[config.mk]
export PLATFORM = sky130hd
export DESIGN_NAME = timebase_scan_controller_flat
export DESIGN_NICKNAME = d
export VERILOG_FILES = /design/src/rtl/timebase_scan_controller_if.sv /design/src/rtl/timebase_scan_controller.sv /design/src/flat_wrapper.sv
export SDC_FILE = /design/constraint.sdc
export NUM_CORES = 1
export LEC_CHECK = 0
export CORE_MARGIN = 2
export CORE_UTILIZATION = 33
export CTS_BUF_LIST = sky130_fd_sc_hd__clkbuf_16
export DETAILED_ROUTE_END_ITERATION = 10
export HOLD_SLACK_MARGIN = 0.08
export RECOVER_POWER = 50
export SLEW_MARGIN = 25
export SYNTH_ARGS = -nofsm -noshare
export SYNTH_HDL_FRONTEND = slang
export SYNTH_SLANG_ARGS = --single-unit
export TNS_END_PERCENT = 20
[constraint.sdc]
create_clock -name clock -period 3.2 [get_ports clock]
set_input_delay 0.48 -clock clock [delete_from_list [all_inputs] [get_ports clock]]
set_output_delay 0.48 -clock clock [all_outputs]
set_load 0.1 [all_outputs]
[src/rtl/timebase_scan_controller_if.sv]
// Timebase / scan controller bus.
// Groups the command inputs (start, stop, pause) and the timing outputs
// (second tick, minute tick, seconds count, state flags, column scan).
//   master : drives start/stop/pause, observes all timing outputs
//   slave  : the controller itself
// N_COLS must match the controller's N_COLS parameter.
interface timebase_scan_controller_if #(
    parameter int N_COLS = 5
);
    localparam int CW = $clog2(N_COLS);

    logic              start;
    logic              stop;
    logic              pause;
    logic              sec_tick;
    logic              min_tick;
    logic [5:0]        sec_count;
    logic              running;
    logic              paused;
    logic              scan_tick;
    logic [CW-1:0]     col_idx;
    logic [N_COLS-1:0] col_sel;

    modport master (
        output start, stop, pause,
        input  sec_tick, min_tick, sec_count, running, paused,
        input  scan_tick, col_idx, col_sel
    );

    modport slave (
        input  start, stop, pause,
        output sec_tick, min_tick, sec_count, running, paused,
        output scan_tick, col_idx, col_sel
    );
endinterface

[src/rtl/timebase_scan_controller.sv]
// timebase_scan_controller
// Single-clock timebase and LED column scan sequencer. Produces one-cycle
// enables instead of divided clocks:
//   - sec_tick every SEC_DIV cycles while RUN, 0..59 seconds count, min_tick
//     on the 59->0 wrap; IDLE/RUN/PAUSE FSM with stop > start > pause.
//   - free-running scan_tick every SCAN_DIV cycles, col_idx 0..N_COLS-1 and
//     a one-hot col_sel.
// Ports:
//   clock    system clock, everything on the rising edge
//   reset_n  synchronous reset, active-low
//   bus      timebase_scan_controller_if.slave (commands in, timing out)
// Build option:
//   SCAN_BLANK_EN  when defined, col_sel is all-zero during every scan_tick
//                  cycle (one-cycle blank between columns to avoid ghosting).
module timebase_scan_controller #(
    parameter int SEC_DIV  = 50000000,
    parameter int SCAN_DIV = 32768,
    parameter int N_COLS   = 5
) (
    input  logic                           clock,
    input  logic                           reset_n,
    timebase_scan_controller_if.slave      bus
);
    localparam int SW  = $clog2(SEC_DIV);
    localparam int SCW = $clog2(SCAN_DIV);
    localparam int CW  = $clog2(N_COLS);

    localparam logic [SW-1:0]  SEC_LAST  = SW'(SEC_DIV - 1);
    localparam logic [SCW-1:0] SCAN_LAST = SCW'(SCAN_DIV - 1);
    localparam logic [CW-1:0]  COL_LAST  = CW'(N_COLS - 1);

    typedef enum logic [1:0] {
        ST_IDLE  = 2'd0,
        ST_RUN   = 2'd1,
        ST_PAUSE = 2'd2
    } state_t;

    state_t            state_q, state_d;
    logic              clr;      // start or stop this cycle: timebase restarts from zero
    logic              sec_en;   // sec prescaler advances this cycle

    logic [SW-1:0]     sec_pre_q;
    logic              sec_tick_q;
    logic [5:0]        sec_count_q;
    logic [SCW-1:0]    scan_pre_q;
    logic              scan_tick_q;
    logic [CW-1:0]     col_idx_q;
    logic [N_COLS-1:0] col_sel;

    // ---------------- FSM ----------------
    always_ff @(posedge clock) begin
        if (!reset_n) state_q <= ST_IDLE;
        else          state_q <= state_d;
    end

    always_comb begin
        state_d = state_q;
        clr     = 1'b0;
        if (bus.stop) begin
            state_d = ST_IDLE;
            clr     = 1'b1;
        end else if (bus.start) begin
            state_d = ST_RUN;
            clr     = 1'b1;
        end else if (bus.pause) begin
            case (state_q)
                ST_RUN:   state_d = ST_PAUSE;
                ST_PAUSE: state_d = ST_RUN;
                default:  state_d = state_q;
            endcase
        end
        // The edge that samples pause still counts in RUN; that keeps the
        // resumed tick exactly SEC_DIV counted cycles after start.
        sec_en = (state_q == ST_RUN) && !clr;
    end

    // ---------------- seconds timebase ----------------
    always_ff @(posedge clock) begin
        if (!reset_n) begin
            sec_pre_q   <= '0;
            sec_tick_q  <= 1'b0;
            sec_count_q <= '0;
        end else begin
            if (clr)
                sec_pre_q <= '0;
            else if (sec_en)
                sec_pre_q <= (sec_pre_q == SEC_LAST) ? '0 : sec_pre_q + SW'(1);

            sec_tick_q <= sec_en && (sec_pre_q == SEC_LAST);

            // A tick in flight when start/stop lands is still visible, but
            // the clear takes precedence over its increment.
            if (clr)
                sec_count_q <= '0;
            else if (sec_tick_q)
                sec_count_q <= (sec_count_q == 6'd59) ? 6'd0 : sec_count_q + 6'd1;
        end
    end

    // ---------------- column scan ----------------
    always_ff @(posedge clock) begin
        if (!reset_n) begin
            scan_pre_q  <= '0;
            scan_tick_q <= 1'b0;
            col_idx_q   <= '0;
        end else begin
            scan_pre_q  <= (scan_pre_q == SCAN_LAST) ? '0 : scan_pre_q + SCW'(1);
            scan_tick_q <= (scan_pre_q == SCAN_LAST);
            if (scan_tick_q)
                col_idx_q <= (col_idx_q == COL_LAST) ? '0 : col_idx_q + CW'(1);
        end
    end

    always_comb begin
        col_sel            = '0;
        col_sel[col_idx_q] = 1'b1;
`ifdef SCAN_BLANK_EN
        if (scan_tick_q) col_sel = '0;
`endif
    end

    // ---------------- outputs ----------------
    assign bus.sec_tick  = sec_tick_q;
    assign bus.min_tick  = sec_tick_q && (sec_count_q == 6'd59);
    assign bus.sec_count = sec_count_q;
    assign bus.running   = (state_q == ST_RUN);
    assign bus.paused    = (state_q == ST_PAUSE);
    assign bus.scan_tick = scan_tick_q;
    assign bus.col_idx   = col_idx_q;
    assign bus.col_sel   = col_sel;
endmodule

[src/flat_wrapper.sv]
// flat-port wrapper written by rule: the top's interface ports become plain ports
module timebase_scan_controller_flat 
#(
    parameter int SEC_DIV  = 50000000,
    parameter int SCAN_DIV = 32768,
    parameter int N_COLS   = 5
)
  (clock, reset_n, bus_start, bus_stop, bus_pause, bus_sec_tick, bus_min_tick, bus_sec_count, bus_running, bus_paused, bus_scan_tick, bus_col_idx, bus_col_sel);
  timebase_scan_controller_if #(.N_COLS(N_COLS)) bus_i ();
  input  logic clock;
  input  logic reset_n;
  input wire logic [$bits(bus_i.start)-1:0] bus_start;
  input wire logic [$bits(bus_i.stop)-1:0] bus_stop;
  input wire logic [$bits(bus_i.pause)-1:0] bus_pause;
  output wire logic [$bits(bus_i.sec_tick)-1:0] bus_sec_tick;
  output wire logic [$bits(bus_i.min_tick)-1:0] bus_min_tick;
  output wire logic [$bits(bus_i.sec_count)-1:0] bus_sec_count;
  output wire logic [$bits(bus_i.running)-1:0] bus_running;
  output wire logic [$bits(bus_i.paused)-1:0] bus_paused;
  output wire logic [$bits(bus_i.scan_tick)-1:0] bus_scan_tick;
  output wire logic [$bits(bus_i.col_idx)-1:0] bus_col_idx;
  output wire logic [$bits(bus_i.col_sel)-1:0] bus_col_sel;
  assign bus_i.start = bus_start;
  assign bus_i.stop = bus_stop;
  assign bus_i.pause = bus_pause;
  assign bus_sec_tick = bus_i.sec_tick;
  assign bus_min_tick = bus_i.min_tick;
  assign bus_sec_count = bus_i.sec_count;
  assign bus_running = bus_i.running;
  assign bus_paused = bus_i.paused;
  assign bus_scan_tick = bus_i.scan_tick;
  assign bus_col_idx = bus_i.col_idx;
  assign bus_col_sel = bus_i.col_sel;
  timebase_scan_controller #(.SEC_DIV(SEC_DIV), .SCAN_DIV(SCAN_DIV), .N_COLS(N_COLS)) u_core (.clock(clock), .reset_n(reset_n), .bus(bus_i));
endmodule
==> results.sh, run 1 <==
export IMPL_drive_gt1_share_pct=8.90
export IMPL_mostFrequentLayoutCells="54 x dfxtp_1, 23 x nor2_1, 22 x nand2_1, 19 x nand3_1, 18 x nor3_1"
export IMPL_grt_max_degree=22
export IMPL_drt_iter0_drc=89
export IMPL_path_clk_slew_ns=0.07
export IMPL_cts_buffers=5
export IMPL_start_util_pct=34.1
export IMPL_synth_sequential_area_ratio_pct=41.0
export IMPL_ys_ff_latch=54
export IMPL_synthCells=304
export IMPL_intPower_mw=0.978
export IMPL_gp_congestion=0.751
export IMPL_fin_crit_sh_pct=73.1
export IMPL_clkSinkCount=54
export IMPL_avgSynthCellArea_um2=8.68
export IMPL_path_buf_inv=1
export IMPL_ir_worst_vdd_v=0.000194
export IMPL_layout_commonest_cell="dfxtp_1"
export IMPL_crit_fanout=6
export IMPL_final_area_mm2=0.00304
export IMPL_criticalPathCategory="primary input to flip-flop"
export IMPL_finClkSkew_ns=0.00358
export IMPL_cts_setup_buffers=0
export IMPL_arrival_ns=2.54
export IMPL_drc=0
export IMPL_cp_slowest_cell="or4_1"
export IMPL_fin_util_pct=39.4
export IMPL_cts_max_path_buffers=2
export IMPL_clockPowerShare_pct=42.7
export IMPL_viasPerCell=5.21
export IMPL_synth_top_area_share_pct=41.0
export IMPL_setup_violations=0
export IMPL_synth_edf_count=0
export IMPL_maxSlewViolCount=0
export IMPL_syn_to_final_growth_pct=15.3
export IMPL_r2r_start="u_core.state_q[1]$_SDFFE_PP0P_"
export IMPL_end_kind="flip-flop"
export IMPL_ys_flop_type="dfxtp_1"
export IMPL_drt_pass1_iterations=4
export IMPL_grt_pass1_vias=2053
export IMPL_netlist_area_mm2=0.00264
export IMPL_timing_rr_end="u_core.sec_pre_q[13]$_SDFFE_PP0P_"
export IMPL_grt_total_usage_pct=13.5
export IMPL_clock_fmax_mhz=428
export IMPL_die_area_mm2=0.00873
export IMPL_num_vias=2230
export IMPL_leakagePower_nw=0.913
export IMPL_p_comb_share_pct=2.9
export IMPL_setup_tns_ns=0
export IMPL_p_sw_share_pct=21.6
export IMPL_num_antenna_cells=0
export IMPL_status="finished clean"
export IMPL_row_count=32
export IMPL_p_total_mw=1.25
export IMPL_htree_levels=2
export IMPL_cts_hold_buf=0
export IMPL_max_stage_delay_ns=0.56
export IMPL_cts_root_buffer="clkbuf_16"
export IMPL_hpwl_um=3940
export IMPL_core_mm2=0.00773
export IMPL_relSlewSlack_pct=22.4
export IMPL_clk_latency_ns=0.29
export IMPL_yosys_warnings=0
export IMPL_pwr_share_seq_pct=54.3
export IMPL_yosysUniqueCellTypes=45
export IMPL_die_w_um=93.4
export IMPL_finalHoldViolCount=0
export IMPL_grt_pass1_wl_um=9430
export IMPL_pin_count=24
export IMPL_postSynthNetCount=317
export IMPL_maxCapViolCount=0
export IMPL_placed_cell_area_mm2=0.00296
export IMPL_ant_nets=0
export IMPL_post_cts_resized=0
export IMPL_rrSetupSlack_ns=0.96
export IMPL_worst_pin_slew_ns=1.17
export IMPL_critPathTopFamily="simple AND/OR/NAND/NOR gates"
export IMPL_overflow=0
export IMPL_cp_required_ns=3.40
export IMPL_critical_path_startpoint_type="primary input"
export IMPL_drt_wl_total_um=5370
export IMPL_r2r_worst_path_cells=6
export IMPL_p_sw_mw=0.270
export IMPL_die_h_um=93.4
export IMPL_wl_per_cell_um=12.5
export IMPL_portBuffers=23
export IMPL_hold_path_depth=1
export IMPL_cts_tree="yes"
export IMPL_async_reset_ff_share_pct=0
export IMPL_min_from="u_core.scan_pre_q[0]$_SDFF_PP0_"
export IMPL_powerDensity_mw_per_mm2=410
export IMPL_yosys_area_top_type="dfxtp_1"
export IMPL_rsz0062_at_grt="false"
export IMPL_hp_class="flip-flop to flip-flop"
export IMPL_hold_path_endpoint="u_core.scan_pre_q[0]$_SDFF_PP0_"
export IMPL_path_cells="clkdlybuf4s50_1 -> nor3b_2 -> nand4_1 -> or4_1 -> a211oi_1"
export IMPL_antenna_found_initial=0
export IMPL_synthTopCellsByArea="dfxtp_1 41%, xor2_1 5.3%, a211oi_1 4.3%"
export IMPL_period_minus_slack_ns=2.34
export IMPL_nNetsFinal=338
[metal layers]
| metal | vias up | GRT usage [%] | part of all wire (%) |
|---|---|---|---|
| met5 | - | 0 | 0 |
| met4 | 0 | 5.39 | 0.88 |
| met3 | 2 | 2.66 | 3.8 |
| met2 | 30 | 21.5 | 46 |
| met1 | 1037 | 17.8 | 49 |
| li1 | 1161 | - | - |
[logic make-up after synthesis]
kind of cell / count (synthesis) / share of synthesized area (%)
simple gates: 149 / 32.0
buf+inv: 23 / 3.65
xor+xnor: 23 / 7.63
compound gates: 45 / 11.2
flops: 54 / 41.0
mux: 2 / 0.759
fa+ha+maj: 8 / 3.79
[registers in the layout, summed over array words and instances, names as in the netlist]
register and flops:
u_core.scan_pre_q 15, u_core.bus.sec_tick 1, u_core.bus.col_idx 3, u_core.bus.sec_count 6, u_core.bus.scan_tick 1, u_core.state_q 2
u_core.sec_pre_q 26
[worst register-to-register path: cells and delay by family, from the launching register on]
family                   cells  cell delay [ns]
adder cells (fa/ha/maj)      1             0.22
buffers and inverters        1             0.06
flip-flops                   1             0.33
AO/OA/AOI/OAI                1             0.24
AND/OR/NAND/NOR              3             1.31
[cell type report]
type	instances	area [um2]
flip-flops and latches	54	1080
multi-input cells	227	1480
clock inverters	3	21.3
clock buffers	5	125
repair buffers	28	178
well taps	102	128
fillers	793	4680
inverters	9	33.8
[synthesized netlist by cell type, drive strengths merged (6+ instances only)]
master and number:
a211oi 16, a21oi 7, and3 6, clkbuf 10, dfxtp 54, ha 8, inv 8, nand2 22
nand3 19, nand4 15, nor2 23, nor3 19, o21ai 13, or3 13, or4 7, xnor2 7
xor2 16
[power by group through the flow]
stage	logic, mW	registers [mW]	clock network, mW
final	0.0365	0.678	0.533
after global routing	0.0416	0.678	0.589
after CTS	0.0396	0.678	0.554
after detailed placement	0.0394	0.694	0
after global placement	0.0388	0.694	0
after floorplan	0.0243	0.693	0
[per-stage QoR]
stage | std cells | setup slack, ns | hold slack [ns]
3_3_place_gp | 420 | 0.618 | 0.429
3_5_place_dp | 420 | 0.525 | 0.438
4_1_cts | 428 | 0.852 | 0.449
6_report | 428 | 0.861 | 0.445
5_1_grt | 428 | 0.686 | 0.468
2_1_floorplan | 304 | -0.633 | 0.413
[worst max path at each step]
| stage | from | end | slack (ns) | cells past startpoint |
|---|---|---|---|---|
| global placement | bus_stop | u_core.sec_pre_q[13]$_SDFFE_PP0P_ | 0.62 | 5 |
| finish | bus_stop | u_core.sec_pre_q[13]$_SDFFE_PP0P_ | 0.86 | 5 |
| CTS | bus_start | u_core.sec_pre_q[22]$_SDFFE_PP0P_ | 0.85 | 5 |
| global route | bus_stop | u_core.sec_pre_q[22]$_SDFFE_PP0P_ | 0.69 | 5 |
| floorplan | u_core.bus.col_idx[0]$_SDFFE_PN0P_ | bus_col_sel[1] | -0.63 | 2 |
| detailed placement | bus_start | u_core.sec_pre_q[22]$_SDFFE_PP0P_ | 0.52 | 5 |
No activity file was read; power rests on OpenSTA's default activity.
==> inputs of run 2 (changes only) <==
clock period = 1.91 ns   (was 3.2 ns; I/O delays follow)
==> results.sh, run 2 (synthesis gave the netlist of run 1 again) <==
export IMPL_top_register="u_core.sec_pre_q"
export IMPL_pin_count=24
export IMPL_layout_commonest_cell="buf_4"
export IMPL_worst_pin_slew_ns=0.540
export IMPL_grt_max_degree=25
export IMPL_core_mm2=0.00773
export IMPL_wl_per_cell_um=13.7
export IMPL_ant_nets=0
export IMPL_largest_register_ffs=26
export IMPL_finClkSkew_ns=0.00408
export IMPL_grt_pass1_vias=2385
export IMPL_powerDensity_mw_per_mm2=579
export IMPL_worstSetupStartpoint="u_core.state_q[1]$_SDFFE_PP0P_"
export IMPL_setup_violations=0
export IMPL_maxCapViolCount=0
export IMPL_crit_fanout=6
export IMPL_drt_wl_total_um=6530
export IMPL_drc=0
export IMPL_min_from="u_core.scan_pre_q[0]$_SDFF_PP0_"
export IMPL_drive_gt1_share_pct=34.7
export IMPL_p_total_mw=2.22
export IMPL_finalHoldViolCount=0
export IMPL_hpwl_um=4540
export IMPL_row_count=32
export IMPL_gp_congestion=0.792
export IMPL_portBuffers=23
export IMPL_viasPerCell=5.22
export IMPL_fin_crit_sh_pct=99.9
export IMPL_die_w_um=93.4
export IMPL_clkSinkCount=54
export IMPL_r2r_start="u_core.state_q[1]$_SDFFE_PP0P_"
export IMPL_cp_required_ns=2.12
export IMPL_timing_hold_ws_ns=0.446
export IMPL_grt_total_usage_pct=15.4
export IMPL_criticalPathCategory="flip-flop to flip-flop"
export IMPL_cts_tree="yes"
export IMPL_die_area_mm2=0.00873
export IMPL_drt_iter0_drc=90
export IMPL_hp_class="flip-flop to flip-flop"
export IMPL_relSlewSlack_pct=64.1
export IMPL_overflow=0
export IMPL_rsz0062_at_grt="true"
export IMPL_antenna_found_initial=0
export IMPL_cts_root_buffer="clkbuf_16"
export IMPL_grt_pass1_wl_um=10800
export IMPL_clock_fmax_mhz=524
export IMPL_cts_buffers=5
export IMPL_status="finished clean"
export IMPL_nNetsFinal=387
export IMPL_drt_pass1_iterations=4
export IMPL_leakagePower_nw=1.35
export IMPL_critical_path_startpoint_type="flip-flop"
export IMPL_htree_levels=2
export IMPL_arrival_ns=2.12
export IMPL_clk_latency_ns=0.29
export IMPL_end_kind="flip-flop"
export IMPL_period_minus_slack_ns=1.91
export IMPL_ir_worst_vdd_v=0.000393
export IMPL_mostFrequentLayoutCells="51 x buf_4, 39 x dfxtp_1, 23 x nor2_1, 21 x nand2_1, 19 x nand3_1"
export IMPL_path_clk_slew_ns=0.07
export IMPL_num_vias=2490
export IMPL_start_util_pct=34.1
export IMPL_num_antenna_cells=0
export IMPL_final_cells=477
export IMPL_syn_to_final_growth_pct=45.6
export IMPL_setup_tns_ns=0
export IMPL_maxSlewViolCount=0
export IMPL_dp_cells=462
export IMPL_die_h_um=93.4
export IMPL_cts_max_path_buffers=2
-- run 2: what timing repair did --
item | CTS | global route
gates cloned | 0 | 3
pin swaps | 5 | 12
resized for setup | 10 | 18
hold buffers | 0 | 0
endpoints found under the setup margin | 25 | 26
setup buffers | 0 | 5
endpoints found under the hold margin | 0 | 0
-- run 2: layout make-up --
type                    instances  area (um2)
repair buffers                 77         758
clock inverters                 3        37.5
multi-input cells             227        1640
fillers                       736        3890
clock buffers                   5         125
well taps                     102         128
flip-flops and latches         54        1110
inverters                       9        33.8
-- run 2: worst paths after layout --
kind,to,cells past startpoint,slack (ns)
setup / recovery,u_core.sec_pre_q[19]$_SDFFE_PP0P_,8,0.003
hold / removal,u_core.scan_pre_q[0]$_SDFF_PP0_,1,0.45
setup reg to reg,u_core.sec_pre_q[19]$_SDFFE_PP0P_,8,0.003
hold reg to reg,u_core.scan_pre_q[0]$_SDFF_PP0_,1,0.45
-- run 2: per-layer routing --
metal / wire length, um / vias up / global-route usage, %
li1: - / 1249 / -
met1: 3190 / 1185 / 20.8
met2: 2990 / 45 / 24.5
met3: 218 / 11 / 2.98
met4: 127 / 0 / 5.51
met5: 0 / - / 0
-- run 2: stage by stage --
stage          worst slack, ns  utilization (%)  area [um2]
6_report               0.00271             49.7        3840
5_1_grt                -0.0833             49.7        3840
4_1_cts                -0.0280             47.6        3670
3_5_place_dp            -0.483             45.1        3490
3_3_place_gp            -0.433             45.1        3490
2_1_floorplan           -0.439                -        2760
-- run 2: worst max-delay path: stages, from the launching register on --
cell      delay [ns]
dfxtp_2         0.32
inv_2           0.06
ha_4            0.15
nor3b_4         0.20
buf_6           0.14
nand4_1         0.22
buf_4           0.23
or3_1           0.32
a211oi_2        0.19
-- run 2: power breakdown --
part           total (mW)  switching, mW  internal, mW  leakage, nW
clock                1.01          0.398         0.610       0.0864
combinational      0.0880         0.0475        0.0405        0.820
sequential           1.13        0.00453          1.12        0.445
==> inputs of run 3 (changes only) <==
CORE_ASPECT_RATIO = 0.75   (was default)
CTS_CLUSTER_DIAMETER = 150   (was default)
==> results.sh, run 3 (synthesis gave the netlist of run 1 again) <==
export IMPL_rsz0062_at_grt="true"
export IMPL_wl_met3_um=336
export IMPL_gp_congestion=0.813
export IMPL_dp_cells=468
export IMPL_path_clk_slew_ns=0.07
export IMPL_relSlewSlack_pct=64.0
export IMPL_pin_count=24
export IMPL_overflow=0
export IMPL_wl_per_cell_um=14.1
export IMPL_drt_wl_total_um=6860
export IMPL_leakagePower_nw=1.37
export IMPL_finClkSkew_ns=0.00484
export IMPL_top_register="u_core.sec_pre_q"
export IMPL_row_count=28
export IMPL_clock_fmax_mhz=514
export IMPL_end_kind="flip-flop"
export IMPL_drc=0
export IMPL_cts_buffers=5
export IMPL_num_vias=2574
export IMPL_setup_violations=24
export IMPL_drt_pass1_iterations=4
export IMPL_fin_crit_sh_pct=102
export IMPL_start_util_pct=33.8
export IMPL_viasPerCell=5.29
export IMPL_finalHoldViolCount=0
export IMPL_drive_gt1_share_pct=35.9
export IMPL_htree_levels=2
export IMPL_worst_pin_slew_ns=0.543
export IMPL_hp_class="flip-flop to flip-flop"
export IMPL_criticalPathCategory="flip-flop to flip-flop"
export IMPL_portBuffers=23
export IMPL_die_h_um=81.4
export IMPL_num_antenna_cells=0
export IMPL_ir_worst_vdd_v=0.000385
export IMPL_status="finished, violations left"
export IMPL_timing_rr_end="u_core.sec_pre_q[16]$_SDFFE_PP0P_"
export IMPL_die_area_mm2=0.00873
export IMPL_core_mm2=0.00781
export IMPL_antenna_found_initial=0
export IMPL_maxCapViolCount=0
export IMPL_regArea_mm2=0.00111
export IMPL_multi_input_area_mm2=0.00165
export IMPL_arrival_ns=2.12
export IMPL_crit_path_end="u_core.sec_pre_q[16]$_SDFFE_PP0P_"
export IMPL_r2r_start="u_core.state_q[1]$_SDFFE_PP0P_"
export IMPL_grt_total_usage_pct=15.7
export IMPL_syn_to_final_growth_pct=46.7
export IMPL_cts_max_path_buffers=2
export IMPL_rrSetupSlack_ns=-0.03
export IMPL_drt_iter0_drc=116
export IMPL_fin_util_pct=49.5
export IMPL_layout_commonest_cell="buf_4"
export IMPL_grt_pass1_wl_um=10900
export IMPL_clk_latency_ns=0.29
export IMPL_period_minus_slack_ns=1.94
export IMPL_r2r_worst_path_cells=8
export IMPL_min_from="u_core.scan_pre_q[0]$_SDFF_PP0_"
export IMPL_worstSetupStartpoint="u_core.state_q[1]$_SDFFE_PP0P_"
export IMPL_m1WireLength_um=3420
export IMPL_grt_max_degree=17
export IMPL_ant_nets=0
export IMPL_maxSlewViolCount=0
export IMPL_dr_max_layer_used="met4"
export IMPL_cts_root_buffer="clkbuf_16"
export IMPL_timing_final_ws_setup_ns=-0.0342
export IMPL_num_fill_cells=730
export IMPL_dpl_worst_slack_ns=-0.493
export IMPL_powerDensity_mw_per_mm2=613
export IMPL_nNetsFinal=394
export IMPL_violations="negative setup slack"
export IMPL_die_w_um=107
export IMPL_final_cells=487
export IMPL_largest_register_ffs=26
export IMPL_cp_required_ns=2.09
export IMPL_clkSinkCount=54
export IMPL_crit_fanout=6
export IMPL_cts_tree="yes"
export IMPL_wl_met2_um=3010
export IMPL_grt_pass1_vias=2321
export IMPL_mostFrequentLayoutCells="59 x buf_4, 39 x dfxtp_1, 23 x nor2_1, 20 x nand2_1, 19 x nand3_1"
export IMPL_hpwl_um=4820
export IMPL_critical_path_startpoint_type="flip-flop"
==> run 3: cell types whose count changed in the layout (fill, tap and decap cells not counted), sizes merged <==
cell,previous run,this run
buf,65,74
clkbuf,13,10
inv,10,8
bufinv,1,2
clkinv,1,2
dlygate4sd2,1,2
dlymetal6s2s,1,0
or4,7,8
==> run 3: final cells by class <==
type	instances	share of cell area [%]
tap	105	3.39
timing repair buffer	83	19.5
clock inverter	3	1.65
multi-input combinational	228	42.6
clock buffer	5	3.23
sequential	54	28.8
inverter	9	0.873
==> run 3: stage by stage <==
step | area [um2] | power, mW | hold slack (ns) | TNS [ns]
after floorplan | 2760 | 1.20 | 0.366 | -12.04
after global placement | 3500 | 1.24 | 0.427 | -8.71
after detailed placement | 3500 | 1.24 | 0.434 | -11.01
after CTS | 3790 | 2.39 | 0.449 | -0.118
after global routing | 3870 | 2.44 | 0.500 | -1.96
final | 3870 | 2.37 | 0.447 | -0.394
==> run 3: worst min-delay path by stage <==
| stage | depth (start not counted) | slack [ns] | endpoint |
|---|---|---|---|
| 6_report | 1 | 0.45 | u_core.scan_pre_q[0]$_SDFF_PP0_ |
| 3_5_place_dp | 1 | 0.43 | u_core.scan_pre_q[0]$_SDFF_PP0_ |
| 5_1_grt | 1 | 0.50 | u_core.scan_pre_q[0]$_SDFF_PP0_ |
| 4_1_cts | 1 | 0.45 | u_core.scan_pre_q[0]$_SDFF_PP0_ |
| 3_3_place_gp | 1 | 0.43 | u_core.scan_pre_q[0]$_SDFF_PP0_ |
| 2_1_floorplan | 1 | 0.37 | u_core.state_q[0]$_SDFFE_PP0P_ |
==> run 3: critical path: stages (launching register included) <==
cell	delay [ns]
dfxtp_2	0.32
inv_2	0.06
ha_4	0.14
or3b_4	0.38
or3_4	0.38
nor3_4	0.20
buf_6	0.16
buf_6	0.13
a211oi_1	0.05
==> run 3: repair_timing <==
item | 4_1_cts | 5_1_grt
buffers inserted | 4 | 4
pin swaps | 7 | 7
hold buffers | 0 | 0
resized for setup | 21 | 16
gates cloned | 1 | 2
setup endpoints to repair | 26 | 26
==> run 3: power breakdown <==
| part | internal [mW] | total (mW) | switching (mW) |
|---|---|---|---|
| Sequential | 1.12 | 1.13 | 0.00436 |
| Clock | 0.747 | 1.16 | 0.410 |
| Combinational | 0.0404 | 0.0878 | 0.0474 |
==> run 3: routing by layer <==
layer / vias to the layer above / track usage (%)
li1: 1275 / -
met1: 1230 / 22.1
met2: 60 / 24.3
met3: 9 / 2.78
met4: 0 / 5.19
met5: - / 0
